[src/rtl/layer_serializer.sv]
// Gathers one word per neuron from a fully-connected layer, then streams the
// words one per cycle in neuron-index order into the next layer's input.
module layer_serializer #(
  parameter int neurons   = 10,
  parameter int dataWidth = 16
) (
  input  logic                           clk,
  input  logic                           rst_n,
  input  logic [neurons-1:0]             in_valid,
  input  logic [neurons*dataWidth-1:0]   in_data,
  output logic                           out_valid,
  output logic [dataWidth-1:0]           out_data,
  output logic                           out_last,
  output logic                           busy,
  output logic                           overrun
);

  localparam int IDX_W = $clog2(neurons);
  localparam logic [IDX_W-1:0] LAST_IDX = IDX_W'(neurons - 1);

  typedef enum logic {COLLECT, SEND} state_t;

  state_t                 state_reg, state_next;
  logic [neurons-1:0]     mask_reg, mask_next;
  logic [IDX_W-1:0]       idx_reg, idx_next;
  logic                   out_valid_reg, out_valid_next;
  logic [dataWidth-1:0]   out_data_reg, out_data_next;
  logic                   out_last_reg, out_last_next;
  logic                   overrun_reg, overrun_next;

  logic [dataWidth-1:0]   in_word [neurons];
  logic [dataWidth-1:0]   word_buf_reg [neurons];
  logic [neurons-1:0]     merged_mask;

  for (genvar gi = 0; gi < neurons; gi++) begin : g_unpack
    assign in_word[gi] = in_data[gi*dataWidth +: dataWidth];
  end

  // Word storage needs no reset: it is only read after every slot was rewritten.
  always_ff @(posedge clk) begin
    if (state_reg == COLLECT) begin
      for (int i = 0; i < neurons; i++) begin
        if (in_valid[i]) word_buf_reg[i] <= in_word[i];
      end
    end
  end

  assign merged_mask = mask_reg | in_valid;

  always_comb begin
    state_next     = state_reg;
    mask_next      = mask_reg;
    idx_next       = idx_reg;
    out_valid_next = 1'b0;
    out_data_next  = out_data_reg;
    out_last_next  = 1'b0;
    overrun_next   = 1'b0;
    case (state_reg)
      COLLECT: begin
        mask_next = merged_mask;
        if (&merged_mask) begin
          state_next = SEND;
          idx_next   = '0;
          mask_next  = '0;
        end
      end
      SEND: begin
        out_valid_next = 1'b1;
        out_data_next  = word_buf_reg[idx_reg];
        out_last_next  = (idx_reg == LAST_IDX);
        // Inputs arriving while streaming are dropped, including on the final edge.
        overrun_next   = |in_valid;
        if (idx_reg == LAST_IDX) begin
          state_next = COLLECT;
          idx_next   = '0;
        end else begin
          idx_next = idx_reg + 1'b1;
        end
      end
      default: state_next = COLLECT;
    endcase
  end

  always_ff @(posedge clk or negedge rst_n) begin
    if (!rst_n) begin
      state_reg     <= COLLECT;
      mask_reg      <= '0;
      idx_reg       <= '0;
      out_valid_reg <= 1'b0;
      out_data_reg  <= '0;
      out_last_reg  <= 1'b0;
      overrun_reg   <= 1'b0;
    end else begin
      state_reg     <= state_next;
      mask_reg      <= mask_next;
      idx_reg       <= idx_next;
      out_valid_reg <= out_valid_next;
      out_data_reg  <= out_data_next;
      out_last_reg  <= out_last_next;
      overrun_reg   <= overrun_next;
    end
  end

  assign out_valid = out_valid_reg;
  assign out_data  = out_data_reg;
  assign out_last  = out_last_reg;
  assign busy      = (state_reg == SEND);
  assign overrun   = overrun_reg;

endmodule
[config.mk]
export PLATFORM = sky130hd
export DESIGN_NAME = layer_serializer
export DESIGN_NICKNAME = d
export VERILOG_FILES = /design/src/rtl/layer_serializer.sv
export SDC_FILE = /design/constraint.sdc
export NUM_CORES = 1
export LEC_CHECK = 0
export CAP_MARGIN = 20
export CORE_MARGIN = 2
export CORE_UTILIZATION = 40
export DETAILED_ROUTE_END_ITERATION = 7
export GPL_ROUTABILITY_DRIVEN = 0
export PLACE_DENSITY = 0.64
export SLEW_MARGIN = 30
export SYNTH_ARGS = -nofsm -noshare
export SYNTH_HDL_FRONTEND = slang
export SYNTH_SLANG_ARGS = --single-unit
[constraint.sdc]
create_clock -name clk -period 2.2 [get_ports clk]
set_input_delay 0.66 -clock clk [delete_from_list [all_inputs] [get_ports clk]]
set_output_delay 0.66 -clock clk [all_outputs]
set_load 0.01 [all_outputs]
==> results of run 1 <==
==> through the flow <==
stage / power, mW / setup TNS [ns] / instance area, µm²
after CTS: 12.31 / 0 / 10550
after detailed placement: 9.083 / -0.3301 / 9932
final: 12.20 / 0 / 10550
after floorplan: 7.326 / 0 / 7496
after global routing: 12.83 / 0 / 10550
after global placement: 8.952 / 0 / 9932
==> synthesized netlist by cell type (2+ instances only) <==
cell type | n | area [µm²]
a21oi_1 | 16 | 80.08
nand2_1 | 20 | 75.07
nor4_1 | 2 | 12.51
mux2i_1 | 80 | 800.8
clkbuf_1 | 3 | 11.26
buf_2 | 11 | 55.05
nor2_1 | 41 | 153.9
buf_4 | 6 | 45.04
o21ai_1 | 16 | 80.08
dfrtp_1 | 34 | 850.8
a22oi_1 | 32 | 240.2
o211ai_1 | 3 | 22.52
ha_1 | 2 | 25.02
edfxtp_1 | 160 | 4805
o21a_1 | 2 | 15.01
inv_1 | 2 | 7.510
nand3b_1 | 2 | 15.01
nor2b_1 | 12 | 75.07
o22ai_1 | 3 | 18.77
==> routing by layer <==
| metal | share of wire, % | GRT usage (%) |
|---|---|---|
| met5 | 0 | 0 |
| met4 | 1.3 | 5.421 |
| met3 | 7.3 | 5.265 |
| met2 | 49 | 31.91 |
| met1 | 42 | 24.80 |
==> logic make-up after synthesis <==
family	Yosys count	synth area share, %
flip-flops	194	75.45
AND/OR/NAND/NOR	83	5.108
multiplexers	80	10.68
AO/OA/AOI/OAI	77	6.627
buffers and inverters	24	1.803
adder cells (fa/ha/maj)	2	0.3338
==> worst max path at each step <==
| stage | to | slack (ns) | cells past startpoint |
|---|---|---|---|
| 2_1_floorplan | word_buf_reg[5][0] | 0.26 | 3 |
| 5_1_grt | out_data[14] | 0.14 | 1 |
| 6_report | out_data[0] | 0.19 | 1 |
| 3_5_place_dp | mask_reg[5] | -0.05 | 5 |
| 4_1_cts | busy | 0.16 | 1 |
| 3_3_place_gp | mask_reg[8] | 0.04 | 5 |
==> final cells by class <==
| cell class | instances | share of cell area (%) |
|---|---|---|
| flip-flops and latches | 194 | 53.64 |
| repair buffers | 214 | 21.30 |
| multi-input cells | 242 | 16.35 |
| clock buffers | 17 | 4.032 |
| well taps | 234 | 2.775 |
| clock inverters | 15 | 1.826 |
| inverters | 2 | 0.07116 |
==> where the power goes <==
group	total, mW	internal [mW]	switching, mW
registers	5.19	4.75	0.447
logic	3.78	1.80	1.98
clock network	3.23	1.82	1.40
total	12.2	8.37	3.83
==> worst reg2reg max path, cell delays in order, from the launching register on <==
cell     delay [ns]
dfrtp_4        0.77
buf_4          0.43
mux2i_1        0.24
nor2_1         0.07
a21oi_1        0.19
o21ai_1        0.09
==> layout by cell type (no fill, tap or decap), types with 13 or more instances in the layout <==
| master | Yosys | routed |
|---|---|---|
| mux2i_1 | 80 | 80 |
| o21ai_1 | 16 | 16 |
| a21oi_1 | 16 | 16 |
| clkbuf_16 | 0 | 17 |
| clkdlybuf4s50_1 | 0 | 191 |
| edfxtp_1 | 160 | 160 |
| a22oi_1 | 32 | 32 |
| buf_12 | 0 | 13 |
| nand2_1 | 20 | 20 |
| dfrtp_1 | 34 | 33 |
| nor2_1 | 41 | 41 |
==> flow_metrics.py, run 1 <==
metrics = {
    "outcome": {
        "status": "finished clean",
    },
    "logic_synthesis": {
        "syn_inst": 460,
        "ys_ff_latch": 194,
        "synth-main-ff-cell": "edfxtp_1",
        "synth_warnings": 0,
        "synthArstFlopShare_pct": 17.53,
        "synth_fp_nets": 634,
        "synth_area_per_cell_um2": 16.30,
        "synth-edff-count": 160,
        "synth_area_um2": 7496,
        "seq_area_frac_synth_pct": 75.45,
        "synth_cell_types": 32,
    },
    "clock_network": {
        "path_clk_slew_ns": 0.07,
        "numCtsBuffers": 17,
        "cts_resized": 0,
        "cts.sinks": 194,
        "worst_skew_pair.late_latency_ns": 0.43,
        "cts_buffer_depth": 2,
        "tritoncts": "built",
        "post_cts_buffers": 0,
        "root_buffer": "clkbuf_16",
        "htreeDepth": 4,
        "cts_hold_buf": 0,
    },
    "worst_setup_path": {
        "cp.required_ns": 1.54,
        "cp-end-kind": "primary output",
        "regToRegSetupSlack_ns": 0.28,
        "cp_max_fo": 2,
        "cp.arrival_ns": 1.35,
        "cp-start-kind": "flip-flop",
        "cpLargestDelayFamily": "buffers and inverters",
        "cpPeakStageDelay_ns": 0.55,
        "r2r-start": "idx_reg[0]",
        "crit_chain": "clkdlybuf4s50_1",
        "ff2ff_path_depth": 5,
        "worst-path-buf-inv": 1,
        "startpoint": "out_data[0]",
        "cp_slowest_cell": "clkdlybuf4s50_1",
        "crit_type": "reg -> out",
        "r2r-end": "out_data[7]",
    },
    "cells_and_area": {
        "num_antenna_cells": 0,
        "final-seq-area_um2": 5659,
        "area.growth.synth_to_final_pct": 40.74,
        "drive_gt1_share_pct": 9.649,
        "num-fill-cells": 1452,
        "final_util_pct": 56.97,
        "finalNonFillerCells": 918,
        "nNetsFinal": 845,
        "largest_register_ffs": 160,
        "multi_input_area_um2": 1725,
    },
    "worst_hold_path": {
        "hp-class": "reg -> reg",
        "hold_path_depth": 2,
        "holdPathEnd": "out_data[4]",
        "hold_start": "out_data[4]",
    },
    "sta": {
        "maxSlewHeadroom_pct": 56.41,
        "rsz0062_at_grt": "false",
        "setup_violations": 0,
        "fmax_mhz": 497.6,
        "worst_slack_ns": 0.1905,
        "hold_viol": 0,
        "fin_crit_ns": 2.010,
        "fin_hold_ws_ns": 0.5123,
        "finalMaxSlewViolations": 0,
        "min_period_over_period_pct": 91.34,
        "worstMarginPinSlew_ns": 0.6531,
        "finClkSkew_ns": 0.01362,
    },
    "global_routing": {
        "grt_antenna_before_repair": 0,
        "grtUsageTotal_pct": 19.15,
        "grt_max_degree": 31,
        "grt_overflow": 0,
        "grt_pass1_wl_um": 27920,
        "grt_pass1_vias": 4875,
    },
    "routing": {
        "wl_um": 18920,
        "drc": 0,
        "vias_per_cell": 5.022,
        "drt_pass1_iterations": 6,
        "num_vias": 4610,
        "ant_nets": 0,
        "wl_per_cell_um": 20.61,
        "drt_iter0_drc": 254,
    },
    "pwr": {
        "p_per_area_nw_per_um2": 1156,
        "p_leak_nw": 3.861,
        "irDropWorstVdd_mv": 0.5590,
    },
    "floorplan": {
        "dieArea_um2": 19850,
        "core_area_um2": 18520,
        "rows": 50,
        "start_util_pct": 40.48,
        "die_h_um": 140.9,
        "die_w_um": 140.9,
        "pin_count": 192,
    },
    "placement": {
        "port_buffers": 191,
        "post-dp-hpwl_um": 13550,
        "dp_cells": 886,
        "place_ws_ns": -0.04931,
    },
    "flow_run": {
        "max_cap_violations": 0,
    },
}
No activity file was read; power rests on OpenSTA's default activity.
==> run 2: changes to the inputs <==
CTS_CLUSTER_SIZE = 16   (was default)
GPL_TIMING_DRIVEN = 0   (was default)
==> flow_metrics.py, run 2 (synthesis results as in run 1) <==
metrics = {
    "routing": {
        "drc": 0,
        "top_layer": "met4",
        "vias_per_cell": 4.998,
        "wl_um": 18730,
        "ant_nets": 0,
        "met2WireLength_um": 9072,
        "met1_length_um": 8127,
        "drt_iter0_drc": 307,
        "num_vias": 4598,
        "drt_pass1_iterations": 5,
        "route.met3.wl_um": 1259,
        "wl_per_cell_um": 20.36,
    },
    "sta": {
        "hold_viol": 0,
        "maxSlewHeadroom_pct": 57.32,
        "setup_violations": 0,
        "worstMarginPinSlew_ns": 0.6388,
        "fin_crit_ns": 2.006,
        "setup-tns-final_ns": 0,
        "finClkSkew_ns": 0.009930,
        "finalMaxSlewViolations": 0,
        "fmax_mhz": 498.4,
        "fin_hold_ws_ns": 0.1323,
        "rsz0062_at_grt": "false",
        "min_period_over_period_pct": 91.20,
    },
    "global_routing": {
        "grt_pass1_wl_um": 27990,
        "grt_antenna_before_repair": 0,
        "grt_pass1_vias": 4898,
        "grt_max_degree": 24,
        "grt_overflow": 0,
        "grtUsageTotal_pct": 19.21,
    },
    "worst_hold_path": {
        "hp-class": "in -> async",
    },
    "clock_network": {
        "cts_resized": 0,
        "cts_buffer_depth": 2,
        "post_cts_buffers": 0,
        "numCtsBuffers": 17,
        "cts_hold_buf": 0,
        "worst_skew_pair.late_latency_ns": 0.42,
        "htreeDepth": 4,
        "cts.sinks": 194,
        "path_clk_slew_ns": 0.07,
        "tritoncts": "built",
        "root_buffer": "clkbuf_16",
    },
    "cells_and_area": {
        "design_area_um2": 10370,
        "largest_register_ffs": 160,
        "final_cell_mix": "clkdlybuf4s50_1, edfxtp_1, mux2i_1",
        "final_common_cell": "clkdlybuf4s50_1",
        "drive_gt1_share_pct": 8.892,
        "area.growth.synth_to_final_pct": 38.29,
        "num-fill-cells": 1509,
        "num_antenna_cells": 0,
        "nNetsFinal": 848,
    },
    "pwr": {
        "p_total_mw": 11.84,
        "irDropWorstVdd_mv": 0.5071,
        "p_leak_nw": 3.813,
        "combPwrFrac_pct": 32.5,
        "seq_power_share_pct": 42.6,
        "swShare_pct": 31.35,
        "pwr-share-clk_pct": 24.9,
        "p_per_area_nw_per_um2": 1142,
        "power_switching_mw": 3.711,
        "intPower_mw": 8.127,
    },
    "placement": {
        "dpl-instance-area_um2": 9817,
        "port_buffers": 191,
        "post-dp-hpwl_um": 13860,
    },
    "flow_run": {
        "max_cap_violations": 0,
    },
    "worst_setup_path": {
        "cpLargestDelayFamily": "buffers and inverters",
        "cp_slowest_cell": "clkdlybuf4s50_1",
        "cp_max_fo": 3,
        "cp.required_ns": 1.54,
        "cpPeakStageDelay_ns": 0.55,
        "crit_chain": "clkdlybuf4s50_1",
        "cp-start-kind": "flip-flop",
        "crit_type": "reg -> out",
        "cp-end-kind": "primary output",
        "cp.arrival_ns": 1.35,
        "worst-path-buf-inv": 1,
    },
    "floorplan": {
        "start_util_pct": 40.48,
        "pin_count": 192,
        "rows": 50,
        "core_area_um2": 18520,
        "die_h_um": 140.9,
        "dieArea_um2": 19850,
        "die_w_um": 140.9,
    },
    "outcome": {
        "status": "finished clean",
    },
}
[run 2: changes by cell type in the layout (fill, tap and decap cells not counted), moves of 2 or more]
cell and change:
buf_2 +12, inv_6 -4, clkbuf_1 +5, buf_6 +4, inv_8 -2, buf_4 -4, nor2b_2 -5, buf_12 -13
clkinv_1 +4, nor2b_4 +7, nor2b_1 -2
[run 2: path summary, 6_finish.rpt]
check,cells after the start,slack (ns),start,endpoint
worst min register to register,0,0.43,busy,out_valid
worst min-delay path,1,0.13,rst_n,mask_reg[0]
worst max-delay path,1,0.19,busy,busy
max in group asynchronous,2,1.65,rst_n,out_data[0]
worst max register to register,3,0.37,busy,word_buf_reg[6][0]
min in group clk,0,0.43,busy,out_valid
[run 2: through the flow]
| step | setup WS, ns | std cells | utilization, % |
|---|---|---|---|
| 2_1_floorplan | 0.2575 | 460 | - |
| 3_3_place_gp | -0.9239 | 885 | 52.39 |
| 3_5_place_dp | -0.05202 | 889 | 53.01 |
| 4_1_cts | 0.1674 | 920 | 55.98 |
| 5_1_grt | 0.1379 | 920 | 55.98 |
| 6_report | 0.1936 | 920 | 55.98 |
[run 2: final cells by class]
class / instances / area (µm²) / area share, %
sequential: 194 / 5655 / 54.56
timing repair buffer: 195 / 1968 / 18.99
multi-input combinational: 242 / 1765 / 17.03
clock buffer: 19 / 432.9 / 4.176
tap: 234 / 292.8 / 2.824
buffer: 22 / 127.6 / 1.231
clock inverter: 12 / 116.4 / 1.123
inverter: 2 / 7.507 / 0.07242
[run 2: power groups by stage]
stage	registers [mW]	clock network [mW]	logic (mW)
floorplan	5.13	0	2.20
global placement	5.10	0	3.76
detailed placement	5.12	0	3.90
CTS	5.04	2.99	3.91
global route	5.11	3.13	4.21
finish	5.04	2.95	3.85
[run 2: routing by layer]
layer	vias up	global-route usage, %
met5	-	0
met4	0	6.000
met3	17	4.721
met2	173	31.99
met1	2231	25.02
li1	2177	-
==> run 3: changes to the inputs <==
--- a/config.mk
+++ b/config.mk
@@ -14,2 +14,3 @@
 export GPL_TIMING_DRIVEN = 0
+export MAX_ROUTING_LAYER = met4
 export PLACE_DENSITY = 0.64
==> constraint.sdc (replaced) <==
create_clock -name clk -period 2.2 [get_ports clk]
set_input_delay 0.44 -clock clk [delete_from_list [all_inputs] [get_ports clk]]
set_output_delay 0.44 -clock clk [all_outputs]
set_load 0.01 [all_outputs]
==> flow_metrics.py, run 3 (synthesis results as in run 1) <==
metrics = {
    "outcome": {
        "status": "finished clean",
    },
    "worst_setup_path": {
        "r2r-end": "word_buf_reg[6][0]",
        "cpPeakStageDelay_ns": 0.54,
        "ff2ff_path_depth": 3,
        "cp.required_ns": 2.25,
        "crit_chain": "buf_2, buf_2, nor2b_4",
        "cpLargestDelayFamily": "simple AND/OR/NAND/NOR gates",
        "startpoint": "busy",
        "cp-start-kind": "flip-flop",
        "regToRegSetupSlack_ns": 0.38,
        "crit_top_cell": "buf_2",
        "cp_slowest_cell": "nor2b_4",
        "cp.arrival_ns": 1.88,
        "cp-end-kind": "flip-flop",
        "worst-path-buf-inv": 2,
        "r2r-start": "busy",
        "cp_max_fo": 17,
        "crit_type": "reg -> reg",
    },
    "clock_network": {
        "worst_skew_pair.late_latency_ns": 0.42,
        "cts.sinks": 194,
        "numCtsBuffers": 17,
        "path_clk_slew_ns": 0.07,
        "post_cts_buffers": 0,
        "htreeDepth": 4,
        "root_buffer": "clkbuf_16",
        "tritoncts": "built",
        "cts_buffer_depth": 2,
        "cts_hold_buf": 1,
        "cts_resized": 0,
    },
    "flow_run": {
        "max_cap_violations": 0,
    },
    "floorplan": {
        "die_h_um": 140.9,
        "rows": 50,
        "pin_count": 192,
        "start_util_pct": 40.48,
        "dieArea_um2": 19850,
        "core_area_um2": 18520,
        "die_w_um": 140.9,
    },
    "global_routing": {
        "grtUsageTotal_pct": 19.80,
        "grt_max_degree": 24,
        "grt_overflow": 0,
        "grt_pass1_wl_um": 27970,
        "grt_antenna_before_repair": 0,
        "grt_pass1_vias": 4902,
    },
    "sta": {
        "worst_slack_ns": 0.3764,
        "rsz0062_at_grt": "false",
        "finalMaxSlewViolations": 0,
        "setup-tns-final_ns": 0,
        "hold_viol": 0,
        "maxSlewHeadroom_pct": 57.42,
        "setup_violations": 0,
        "fmax_mhz": 548.4,
        "worstMarginPinSlew_ns": 0.6374,
        "fin_crit_ns": 1.824,
        "finClkSkew_ns": 0.008606,
        "min_period_over_period_pct": 82.89,
    },
    "placement": {
        "dp_cells": 889,
        "port_buffers": 191,
        "post-dp-hpwl_um": 13860,
        "place_ws_ns": 0.1680,
        "dpl-instance-area_um2": 9817,
    },
    "worst_hold_path": {
        "hp-class": "reg -> reg",
        "hold_path_depth": 0,
        "hold_start": "busy",
        "holdPathEnd": "out_valid",
    },
    "cells_and_area": {
        "largest_register_ffs": 160,
        "final_common_cell": "clkdlybuf4s50_1",
        "nNetsFinal": 849,
        "final_cell_mix": "clkdlybuf4s50_1, edfxtp_1, mux2i_1",
        "drive_gt1_share_pct": 8.879,
        "num_antenna_cells": 0,
        "finalNonFillerCells": 921,
        "design_area_um2": 10380,
        "area.growth.synth_to_final_pct": 38.42,
    },
    "pwr": {
        "p_leak_nw": 3.817,
        "p_per_area_nw_per_um2": 1141,
        "p_total_mw": 11.84,
        "irDropWorstVdd_mv": 0.5078,
    },
    "routing": {
        "wl_um": 18730,
        "ant_nets": 0,
        "num_vias": 4601,
        "drt_pass1_iterations": 5,
        "vias_per_cell": 4.996,
        "drc": 0,
        "wl_per_cell_um": 20.34,
        "drt_iter0_drc": 312,
    },
}
## run 3: final cells by class
class,count,area [µm²]
buffer,22,127.6
clock buffer,19,432.9
clock inverter,12,116.4
fill,1507,8142
inverter,2,7.507
multi-input combinational,242,1765
sequential,194,5655
tap,234,292.8
timing repair buffer,196,1978
## run 3: stage by stage
step / hold slack, ns / util (%)
after floorplan: 0.1444 / -
after global placement: 0.4049 / 52.39
after detailed placement: 0.3638 / 53.01
after CTS: 0.4225 / 56.03
after global routing: 0.4274 / 56.03
final: 0.4259 / 56.03
## run 3: worst max path at each step
stage	cells past startpoint	endpoint	slack [ns]
2_1_floorplan	3	word_buf_reg[5][0]	0.26
3_3_place_gp	2	word_buf_reg[1][13]	-0.70
3_5_place_dp	5	mask_reg[3]	0.17
4_1_cts	3	word_buf_reg[5][0]	0.34
5_1_grt	5	out_data[0]	0.25
6_report	3	word_buf_reg[6][0]	0.38
## run 3: power by group
group | switching [mW] | total (mW) | internal, mW
combinational | 2.12 | 3.85 | 1.73
sequential | 0.291 | 5.04 | 4.75
clock | 1.30 | 2.96 | 1.65
## run 3: per-layer routing
metal  routed length [µm]  vias to the layer above  share of wire, %  GRT usage (%)
li1                     -                     2181                 -              -
met4                  250                        0               1.3          6.316
met5                    0                        -                 0              -
met2                 9028                      169                48          31.99
met1                 8254                     2237                44          25.02
met3                 1199                       14               6.4          4.552
